$ cat src/rtl/cpu_pkg.sv
// Shared CPU definitions used by ALU_Control and the EX-stage multiply sequencer.
// Contents:
//   alu_ctrl_e   - 3-bit ALU control codes produced by ALU_Control
//   mul_state_e  - multiply sequencer state encoding
//   is_mul_req() - decode of a live, unsquashed multiply in EX
package cpu_pkg;

    typedef enum logic [2:0] {
        ALUCTRL_AND = 3'b000,
        ALUCTRL_OR  = 3'b001,
        ALUCTRL_ADD = 3'b010,
        ALUCTRL_SUB = 3'b110,
        ALUCTRL_MUL = 3'b111
    } alu_ctrl_e;

    typedef enum logic [1:0] {
        S_IDLE = 2'd0,
        S_RUN  = 2'd1,
        S_DONE = 2'd2
    } mul_state_e;

    function automatic logic is_mul_req(input logic valid,
                                        input logic [2:0] alu_ctrl,
                                        input logic flush);
        return valid && (alu_ctrl == ALUCTRL_MUL) && !flush;
    endfunction

endpackage

$ cat src/rtl/mul_shift_add_dp.sv
// Shift-add multiplier datapath: multiplicand, multiplier and accumulator registers.
// Ports:
//   clk_i        in   clock, rising edge
//   rst_i        in   asynchronous active-low reset, clears all registers
//   load         in   capture operands, clear accumulator
//   step         in   perform one shift-add iteration
//   mcand_init   in   WIDTH  multiplicand to load
//   mplier_init  in   WIDTH  multiplier to load
//   acc          out  WIDTH  running product (mod 2^WIDTH)
//   mplier_zero  out  the iteration in progress consumes the last set multiplier
//                     bit, i.e. the multiplier will be zero after this step
module mul_shift_add_dp #(
    parameter int WIDTH = 32
) (
    input  logic             clk_i,
    input  logic             rst_i,
    input  logic             load,
    input  logic             step,
    input  logic [WIDTH-1:0] mcand_init,
    input  logic [WIDTH-1:0] mplier_init,
    output logic [WIDTH-1:0] acc,
    output logic             mplier_zero
);

    logic [WIDTH-1:0] mcand;
    logic [WIDTH-1:0] mplier;

    always_ff @(posedge clk_i or negedge rst_i) begin
        if (!rst_i) begin
            mcand  <= '0;
            mplier <= '0;
            acc    <= '0;
        end else if (load) begin
            mcand  <= mcand_init;
            mplier <= mplier_init;
            acc    <= '0;
        end else if (step) begin
            if (mplier[0]) begin
                acc <= acc + mcand;
            end
            mcand  <= mcand << 1;
            mplier <= mplier >> 1;
        end
    end

    // Looks at bits above bit 0 so the sequencer can exit on the same edge
    // that retires the last set bit, without waiting an extra cycle.
    assign mplier_zero = (mplier[WIDTH-1:1] == '0);

endmodule

$ cat src/rtl/alu_mul_sequencer.sv
// EX-stage iterative multiply sequencer beside the single-cycle ALU.
// A mul (ALUCtrl 3'b111) stalls the pipeline while the shift-add datapath
// iterates, then presents the low WIDTH product bits for one cycle.
// Every other ALU control code passes through untouched.
//
//   state  | meaning
//   S_IDLE | waiting for a mul; stall follows the request combinationally
//   S_RUN  | one shift-add iteration per cycle, pipeline held
//   S_DONE | product on data_o for one cycle, always returns to S_IDLE
//
// Ports:
//   clk_i      in   clock, rising edge
//   rst_i      in   asynchronous active-low reset
//   valid_i    in   EX holds a live instruction
//   ALUCtrl_i  in   3      ALU control code
//   flush_i    in   EX instruction squashed
//   data1_i    in   WIDTH  multiplicand
//   data2_i    in   WIDTH  multiplier
//   stall_o    out  hold PC, IF/ID and ID/EX
//   done_o     out  data_o valid this cycle
//   data_o     out  WIDTH  product[WIDTH-1:0], zero outside S_DONE
module alu_mul_sequencer
    import cpu_pkg::*;
#(
    parameter int WIDTH     = 32,
    parameter bit EARLY_OUT = 1'b0
) (
    input  logic             clk_i,
    input  logic             rst_i,
    input  logic             valid_i,
    input  logic [2:0]       ALUCtrl_i,
    input  logic             flush_i,
    input  logic [WIDTH-1:0] data1_i,
    input  logic [WIDTH-1:0] data2_i,
    output logic             stall_o,
    output logic             done_o,
    output logic [WIDTH-1:0] data_o
);

    localparam int CNT_W = (WIDTH > 1) ? $clog2(WIDTH) : 1;
    localparam logic [CNT_W-1:0] CNT_LAST = CNT_W'(WIDTH - 1);

    mul_state_e       state;
    logic [CNT_W-1:0] cnt;
    logic             req;
    logic             load;
    logic             step;
    logic             last_iter;
    logic [WIDTH-1:0] acc;
    logic             mplier_zero;

    // Gating with rst_i keeps stall low while reset is asserted, even though
    // the EX stage may still be presenting a mul.
    assign req  = rst_i && is_mul_req(valid_i, ALUCtrl_i, flush_i);
    assign load = (state == S_IDLE) && req;
    assign step = (state == S_RUN) && !flush_i;

    assign last_iter = (cnt == CNT_LAST) || (EARLY_OUT && mplier_zero);

    always_ff @(posedge clk_i or negedge rst_i) begin
        if (!rst_i) begin
            state <= S_IDLE;
            cnt   <= '0;
        end else begin
            unique case (state)
                S_IDLE: begin
                    if (req) begin
                        state <= S_RUN;
                        cnt   <= '0;
                    end
                end
                S_RUN: begin
                    if (flush_i) begin
                        state <= S_IDLE;
                        cnt   <= '0;
                    end else if (last_iter) begin
                        state <= S_DONE;
                        cnt   <= '0;
                    end else begin
                        cnt <= cnt + 1'b1;
                    end
                end
                S_DONE: begin
                    // The finished mul is still in EX here; ignoring it is what
                    // prevents a second acceptance of the same instruction.
                    state <= S_IDLE;
                end
                default: begin
                    state <= S_IDLE;
                    cnt   <= '0;
                end
            endcase
        end
    end

    always_comb begin
        stall_o = 1'b0;
        unique case (state)
            S_IDLE:  stall_o = req;
            S_RUN:   stall_o = !flush_i;
            S_DONE:  stall_o = 1'b0;
            default: stall_o = 1'b0;
        endcase
    end

    assign done_o = (state == S_DONE);
    assign data_o = done_o ? acc : '0;

    mul_shift_add_dp #(
        .WIDTH (WIDTH)
    ) u_dp (
        .clk_i       (clk_i),
        .rst_i       (rst_i),
        .load        (load),
        .step        (step),
        .mcand_init  (data1_i),
        .mplier_init (data2_i),
        .acc         (acc),
        .mplier_zero (mplier_zero)
    );

endmodule

$ cat config.mk
export PLATFORM = sky130hd
export DESIGN_NAME = alu_mul_sequencer
export DESIGN_NICKNAME = d
export VERILOG_FILES = /design/src/rtl/cpu_pkg.sv /design/src/rtl/mul_shift_add_dp.sv /design/src/rtl/alu_mul_sequencer.sv
export SDC_FILE = /design/constraint.sdc
export NUM_CORES = 1
export LEC_CHECK = 0
export CORE_MARGIN = 3
export CORE_UTILIZATION = 50
export DETAILED_ROUTE_END_ITERATION = 16
export PLACE_DENSITY = 0.73
export SYNTH_ARGS = -nofsm -noshare
export SYNTH_HDL_FRONTEND = slang
export SYNTH_SLANG_ARGS = --single-unit
$ cat constraint.sdc
create_clock -name clk_i -period 7.4 [get_ports clk_i]
set_clock_uncertainty 0.05 [all_clocks]
set_input_delay 1.48 -clock clk_i [delete_from_list [all_inputs] [get_ports clk_i]]
set_output_delay 1.48 -clock clk_i [all_outputs]
set_load 0.01 [all_outputs]
; ---- Word-level counts from Yosys, hierarchy flattened
; Cells that the tools add are included.
[word_totals]
reg_bits = 103
in_bits = 71
output_inout_bits = 34
[op_classes]
n_addsub = 2
n_eq_ne = 6
mux = 17
bitwise_logic = 1
n_reduce_logical = 12
[op_table]
columns = cell, count
row1 = $mux 32, 8
row2 = $add 32x32->32, 1
row3 = $mux 5, 3
row4 = $pmux 5 s3, 1
row5 = $mux 2, 3
row6 = $reduce_and 2->1, 3
row7 = $add 5x1->5 const B, 1
row8 = $eq 5x5->1 const B, 1
row9 = $logic_and 1x1->1, 5
row10 = $pmux 2 s2, 1
row11 = $reduce_bool 2->1, 2
row12 = $eq 3x3->1 const B, 1
row13 = $ne 3x3->1 const B, 1
row14 = $eq 2x1->1 const B, 1
row15 = $eq 2x2->1 const B, 1
row16 = $logic_not 2->1, 1
row17 = $ne 2x2->1 const B, 1
row18 = $pmux 1 s2, 1
row19 = $logic_not 1->1, 1
row20 = $not 1->1, 1

; ---- Logic depth before layout (Yosys ltp)
; Gate-level depths: netlist (run 1).
[depth]
ltp_word = 7
mapped_depth = 10

; ---- Hierarchy
; Synthesis (run 1) repeated with hierarchy kept, for this count alone.
[unflattened]
cells_unflattened = 697
hier_area_um2 = 6419.9
[modules_own_cells]
columns = mod, n_inst, cells_per_inst, area_each_um2
row1 = mul_shift_add_dp, 1, 627, 5824.3
row2 = alu_mul_sequencer, 1, 70, 595.6

; ---- Least setup slack after synthesis (run 1)
; OpenSTA, ideal clock, no wires.
[synth_timing]
kind = input -> output
start = in valid_i
end = out stall_o
t_arrival_ps = 2670
t_required_ps = 5870
slack_ps = 3200
cell_stages = 7
cell_sequence = and4_1 > and3_1 > nor2b_1 > clkbuf_1 > nor2_1 > clkbuf_1 > inv_1
[synth_via]
elab_chain_len = 4
[synth_lines]
columns = element, line_no
row1 = start: declaration, alu_mul_sequencer.sv:30  ; input logic valid_i,
row2 = $logic_and 1x1->1 (2 in series), cpu_pkg.sv:25  ; return valid && (alu_ctrl == ALUCTRL_MUL) && !flush;
row3 = $logic_and 1x1->1, alu_mul_sequencer.sv:54  ; assign req = rst_i && is_mul_req(valid_i, ALUCtrl_i, flush_i);
row4 = $pmux 1 s2, alu_mul_sequencer.sv:98  ; unique case (state)
row5 = end: declaration, alu_mul_sequencer.sv:35  ; output logic stall_o,
; Every way passes these cells.

; ---- Worst setup path in the final report (run 1)
; Same ends and word-level chain as after synthesis.

==> impl_metrics.env, run 1 <==
export IMPL_asyncSetResetFlopFracSynth=1.00
export IMPL_detail_route_iter0_violations=348
export IMPL_synthDominantAreaCellType="dfrtp_1"
export IMPL_antenna_found_initial=0
export IMPL_sinks_on_clock_net=103
export IMPL_port_buffers=104
export IMPL_areaGrowthSynthToFinish_pct=21.7
export IMPL_synth_seq_area_share=0.404
export IMPL_period_share=0.658
export IMPL_drt_vias_per_instance=5.77
export IMPL_pin_count=105
export IMPL_gr_usage_all_layers=0.233
export IMPL_clk_insertion_delay_late_ns=0.35
export IMPL_netlist_top_cells_area="dfrtp_1, nand2_1, ha_1, a22oi_1, o21ai_0"
export IMPL_initial_utilization=0.520
export IMPL_first_global_vias=5745
export IMPL_fin_hold_ws_ns=0.462
export IMPL_irDropWorstVdd_mv=0.140
export IMPL_cts_root_buffer="clkbuf_16"
export IMPL_dpl_worst_slack_ns=2.55
export IMPL_synthFlopType="dfrtp_1"
export IMPL_syn_nets=855
export IMPL_ctsHtreeMaxLevel=3
export IMPL_syn_cell_area_sq_mm=0.00638
export IMPL_yosysUniqueCellTypes=61
export IMPL_drt_pass1_iterations=5
export IMPL_worst_r2r_path_depth=8
export IMPL_postRouteAntennaNets=0
export IMPL_critical_path_peak_fanout=3
export IMPL_global_route_usage_met1=0.291
export IMPL_max_freq_mhz=205
export IMPL_dpl_hpwl_mm=10.9
export IMPL_fin_ws_ns=2.53
export IMPL_antenna_cells=0
export IMPL_fillerInstances=1064
export IMPL_setup_viol=0
export IMPL_finalWirelength_mm=16.0
export IMPL_cts_tree="yes"
export IMPL_finalHoldViolCount=0
export IMPL_post_drt_wl_per_cell_um=16.1
export IMPL_gp_routability_congestion=0.904
export IMPL_area_sequential_sq_mm=0.00258
export IMPL_overflow=0
export IMPL_grt_util_met2=0.393
export IMPL_worstSetupEndpointType="output port"
export IMPL_clockBufferDepth=2
export IMPL_cellPowerDensity_mw_per_mm2=217
export IMPL_synthesis_instances=750
export IMPL_grt_start_max_net_pins=65
export IMPL_die_span_x_um=119
export IMPL_run_status="completed"
export IMPL_critPathRequiredTime_ns=5.87
export IMPL_synth_seq_cells=103
export IMPL_cts_setup_buffers=0
export IMPL_crit_path_category="primary input to output port"
export IMPL_grt_busiest_layer="met2"
export IMPL_max_cap_viol_count=0
export IMPL_relSlewSlack=0.184
export IMPL_min_path_type="flip-flop to flip-flop"
export IMPL_chipHeight_um=119
export IMPL_tritoncts_num_buffers=9
export IMPL_gr_usage_met3=0.0632
export IMPL_clkSlewWorstSetupHoldPaths_ns=0.07
export IMPL_timing_setup_tns_ns=0
export IMPL_total_leakage_power_nw=3.54
export IMPL_synth_top_cell_area_share=0.404
export IMPL_multiInputGateArea_sq_mm=0.00355
export IMPL_die_area_sq_mm=0.0142
export IMPL_yosysWarnings=0
export IMPL_avg_cell_area_syn_sq_um=8.51
export IMPL_worst_endpoint_arrival_ns=3.34
export IMPL_report_final_slew_viol_count=0
export IMPL_cp_start_kind="primary input"
export IMPL_finalWorstPathRequiredPeriod_ns=4.87
export IMPL_synth_edff_count=0
export IMPL_drive_above_1_share=0.0496
export IMPL_final_common_cell="nand2_1"
export IMPL_via_count=5739
export IMPL_worst_slew_pin_transition_ns=1.22
export IMPL_rows=40
export IMPL_cts_resized=0
export IMPL_drc=0
export IMPL_rsz_0062_raised_after_global_routing="false"
export IMPL_core_area_sq_mm=0.0123
export IMPL_postCtsHoldBufs=0
export IMPL_finish_net_count=926
export IMPL_grt_first_pass_wirelength_mm=27.4
export IMPL_layout_cells_most_common_list="nand2_1, dfrtp_1, clkdlybuf4s50_1, nor2_1, o21ai_0"
export IMPL_cell_depth_of_the_worst_hold_path=1
==> sequential cells by signal, summed over array words and instances, names as in the netlist <==
register / flops
u_dp.acc: 32
state: 2
u_dp.mcand: 32
u_dp.mplier: 32
cnt: 5
==> cell families after synthesis <==
group / share of synthesized area
buffers and inverters: 0.0406
AND/OR/NAND/NOR: 0.230
XOR/XNOR: 0.0343
AO/OA/AOI/OAI: 0.222
flip-flops: 0.404
adder cells (fa/ha/maj): 0.0678
multiplexers: 0.00176
==> cells in the mapped netlist (7+ instances only) <==
cell type / count
nand2b_1: 7
nor3_1: 7
clkbuf_1: 32
inv_1: 8
nor2_1: 53
nand2_1: 150
and3_1: 7
a31oi_1: 35
and2_1: 36
ha_1: 33
a21o_1: 15
xor2_1: 13
nand4_1: 9
xnor2_1: 12
o21ai_0: 46
a21oi_1: 32
nand3_1: 39
dfrtp_1: 103
a22oi_1: 32
==> report_power, final <==
part	switching, mW	leakage (nW)	internal [mW]	total (mW)
logic	0.215	2.04	0.180	0.395
clock network	0.220	0.152	0.301	0.520
registers	0.0890	1.35	0.680	0.769
total	0.524	3.54	1.16	1.69
==> path summary, 6_finish.rpt <==
check | startpoint | slack, ns | end
worst max-delay path | valid_i | 2.53 | stall_o
min in group asynchronous | rst_i | 1.06 | u_dp.acc[9]
worst max register to register | state[1] | 4.13 | u_dp.acc[31]
worst min register to register | cnt[2] | 0.46 | cnt[2]
worst min-delay path | cnt[2] | 0.46 | cnt[2]
max in group asynchronous | rst_i | 4.99 | u_dp.acc[7]
==> layout make-up <==
class | instances | share of cell area
well taps | 168 | 0.0271
inverters | 8 | 0.00387
multi-input cells | 590 | 0.458
clock buffers | 11 | 0.0300
repair buffers | 109 | 0.139
flip-flops and latches | 103 | 0.332
clock inverters | 5 | 0.0113
==> metrics by stage <==
stage / utilization / total power [mW] / area, sq um / std cells
floorplan: - / 1.05 / 6380 / 750
global route: 0.634 / 1.79 / 7770 / 994
CTS: 0.634 / 1.70 / 7770 / 994
global placement: 0.607 / 1.15 / 7450 / 978
finish: 0.634 / 1.69 / 7770 / 994
detailed placement: 0.607 / 1.17 / 7450 / 978
==> critical path, stage by stage <==
cell	delay, ns
clkdlybuf4s50_1	0.51
and4_1	0.23
and3_1	0.22
nor2b_2	0.19
nor2_2	0.05
inv_1	0.10
clkdlybuf4s50_1	0.55
==> metal layers <==
layer,wire (um),vias to the layer above
met5,0,-
met4,292,0
met3,1030,26
met2,7750,181
met1,6910,2735
li1,-,2797
No activity file was read; power rests on OpenSTA's default activity.
==> run 2: changes to the inputs <==
--- a/config.mk
+++ b/config.mk
@@ -6,9 +6,9 @@
 export NUM_CORES = 1
 export LEC_CHECK = 0
 export CORE_MARGIN = 3
-export CORE_UTILIZATION = 50
+export CORE_UTILIZATION = 49
 export DETAILED_ROUTE_END_ITERATION = 16
-export PLACE_DENSITY = 0.73
+export PLACE_DENSITY = 0.74
 export SYNTH_ARGS = -nofsm -noshare
 export SYNTH_HDL_FRONTEND = slang
 export SYNTH_SLANG_ARGS = --single-unit
==> constraint.sdc (replaced) <==
create_clock -name clk_i -period 4.44 [get_ports clk_i]
set_clock_uncertainty 0.05 [all_clocks]
set_input_delay 0.888 -clock clk_i [delete_from_list [all_inputs] [get_ports clk_i]]
set_output_delay 0.888 -clock clk_i [all_outputs]
set_load 0.01 [all_outputs]
==> impl_metrics.env, run 2 (synthesis gave the netlist of run 1 again) <==
export IMPL_total_leakage_power_nw=3.56
export IMPL_cts_root_buffer="clkbuf_16"
export IMPL_tritoncts_num_buffers=9
export IMPL_grt_start_max_net_pins=64
export IMPL_drc=0
export IMPL_die_span_x_um=120
export IMPL_setup_viol=0
export IMPL_ctsHtreeMaxLevel=3
export IMPL_cts_resized=0
export IMPL_dpl_hpwl_mm=11.2
export IMPL_routed_wl_met3_mm=1.06
export IMPL_chipHeight_um=120
export IMPL_final_common_cell="nand2_1"
export IMPL_worst_path_max_delay_cell="clkdlybuf4s50_1"
export IMPL_finalWirelength_mm=16.1
export IMPL_drive_above_1_share=0.0554
export IMPL_worst_endpoint_arrival_ns=2.69
export IMPL_rows=41
export IMPL_timing_setup_tns_ns=0
export IMPL_crit_path_category="primary input to output port"
export IMPL_postRouteAntennaNets=0
export IMPL_period_share=0.816
export IMPL_first_global_vias=5811
export IMPL_min_path_type="flip-flop to flip-flop"
export IMPL_gp_routability_congestion=0.903
export IMPL_cp_start_kind="primary input"
export IMPL_timing_critical_path_slowest_cell_delay_ns=0.55
export IMPL_port_buffers=104
export IMPL_crit_path_cell_trace="clkdlybuf4s50_1 -> nor2_1 -> and3_1 -> nor2b_2 -> nor2_2 -> inv_1 -> clkdlybuf4s50_1"
export IMPL_overflow=0
export IMPL_cts_setup_buffers=0
export IMPL_route_layer_met1_wl_mm=6.92
export IMPL_clockBufferDepth=2
export IMPL_initial_utilization=0.504
export IMPL_drt_vias_per_instance=5.78
export IMPL_worstSetupEndpointType="output port"
export IMPL_max_cap_viol_count=0
export IMPL_die_area_sq_mm=0.0144
export IMPL_post_drt_wl_per_cell_um=16.1
export IMPL_highest_signal_layer="met4"
export IMPL_antenna_found_initial=0
export IMPL_finalWorstPathRequiredPeriod_ns=3.62
export IMPL_antenna_cells=0
export IMPL_critPathRequiredTime_ns=3.50
export IMPL_fin_ws_ns=0.816
export IMPL_rsz_0062_raised_after_global_routing="false"
export IMPL_finish_net_count=930
export IMPL_rrSetupSlack_ns=1.69
export IMPL_postCtsHoldBufs=0
export IMPL_irDropWorstVdd_mv=0.203
export IMPL_met2WireLength_mm=7.85
export IMPL_gr_usage_all_layers=0.230
export IMPL_report_final_slew_viol_count=0
export IMPL_grt_first_pass_wirelength_mm=27.4
export IMPL_critical_path_peak_fanout=4
export IMPL_via_count=5794
export IMPL_relSlewSlack=0.465
export IMPL_placement_cell_area_sq_mm=0.00748
export IMPL_worst_slew_pin_transition_ns=0.802
export IMPL_layout_top_registers="u_dp.acc x32, u_dp.mcand x32, u_dp.mplier x32"
export IMPL_design_area_sq_mm=0.00780
export IMPL_fin_hold_ws_ns=0.463
export IMPL_cellPowerDensity_mw_per_mm2=360
export IMPL_clkSlewWorstSetupHoldPaths_ns=0.07
export IMPL_layout_cells_non_filler=1002
export IMPL_total_power_mw=2.81
export IMPL_dpl_worst_slack_ns=0.813
export IMPL_detail_route_iter0_violations=298
export IMPL_fillerInstances=1138
export IMPL_sinks_on_clock_net=103
export IMPL_pin_count=105
export IMPL_core_area_sq_mm=0.0127
export IMPL_finish_utilization=0.616
export IMPL_drt_pass1_iterations=4
export IMPL_cell_with_the_most_instances_on_the_worst_path="clkdlybuf4s50_1"
export IMPL_run_status="completed"
export IMPL_areaGrowthSynthToFinish_pct=22.3
export IMPL_dp_cells=986
export IMPL_finalHoldViolCount=0
export IMPL_cts_tree="yes"
export IMPL_layout_cells_most_common_list="nand2_1, dfrtp_1, clkdlybuf4s50_1, nor2_1, o21ai_0"
export IMPL_clk_insertion_delay_late_ns=0.35
export IMPL_max_freq_mhz=276
## run 2: final cells by class
type	count	area, sq um	share of cell area
Clock inverter	6	91.3	0.0117
Tap cell	172	215	0.0276
Sequential cell	103	2580	0.330
Inverter	8	30.0	0.00385
Clock buffer	10	229	0.0293
Timing Repair Buffer	113	1110	0.142
Multi-Input combinational cell	590	3550	0.456
## run 2: power by group
part / internal (mW) / switching, mW
Clock: 0.500 / 0.364
Combinational: 0.301 / 0.359
Sequential: 1.13 / 0.148
Total: 1.93 / 0.871
## run 2: worst paths after layout
path	start	endpoint	cells after the start
min in group asynchronous	rst_i	u_dp.acc[10]	2
min reg2reg	u_dp.mplier[1]	u_dp.mplier[0]	2
min	u_dp.mplier[1]	u_dp.mplier[0]	2
max	flush_i	stall_o	7
max in group asynchronous	rst_i	u_dp.mplier[23]	3
max reg2reg	u_dp.acc[17]	u_dp.acc[28]	8
## run 2: routing by layer
layer,GRT usage,up-vias
met5,0,-
met4,0.0787,0
met3,0.0481,25
met2,0.388,174
met1,0.295,2787
li1,-,2808
## run 2: critical path, delay by kind of cell
family / cells / cell delay, ns
buffers and inverters: 3 / 1.08
and+or+nand+nor: 4 / 0.72
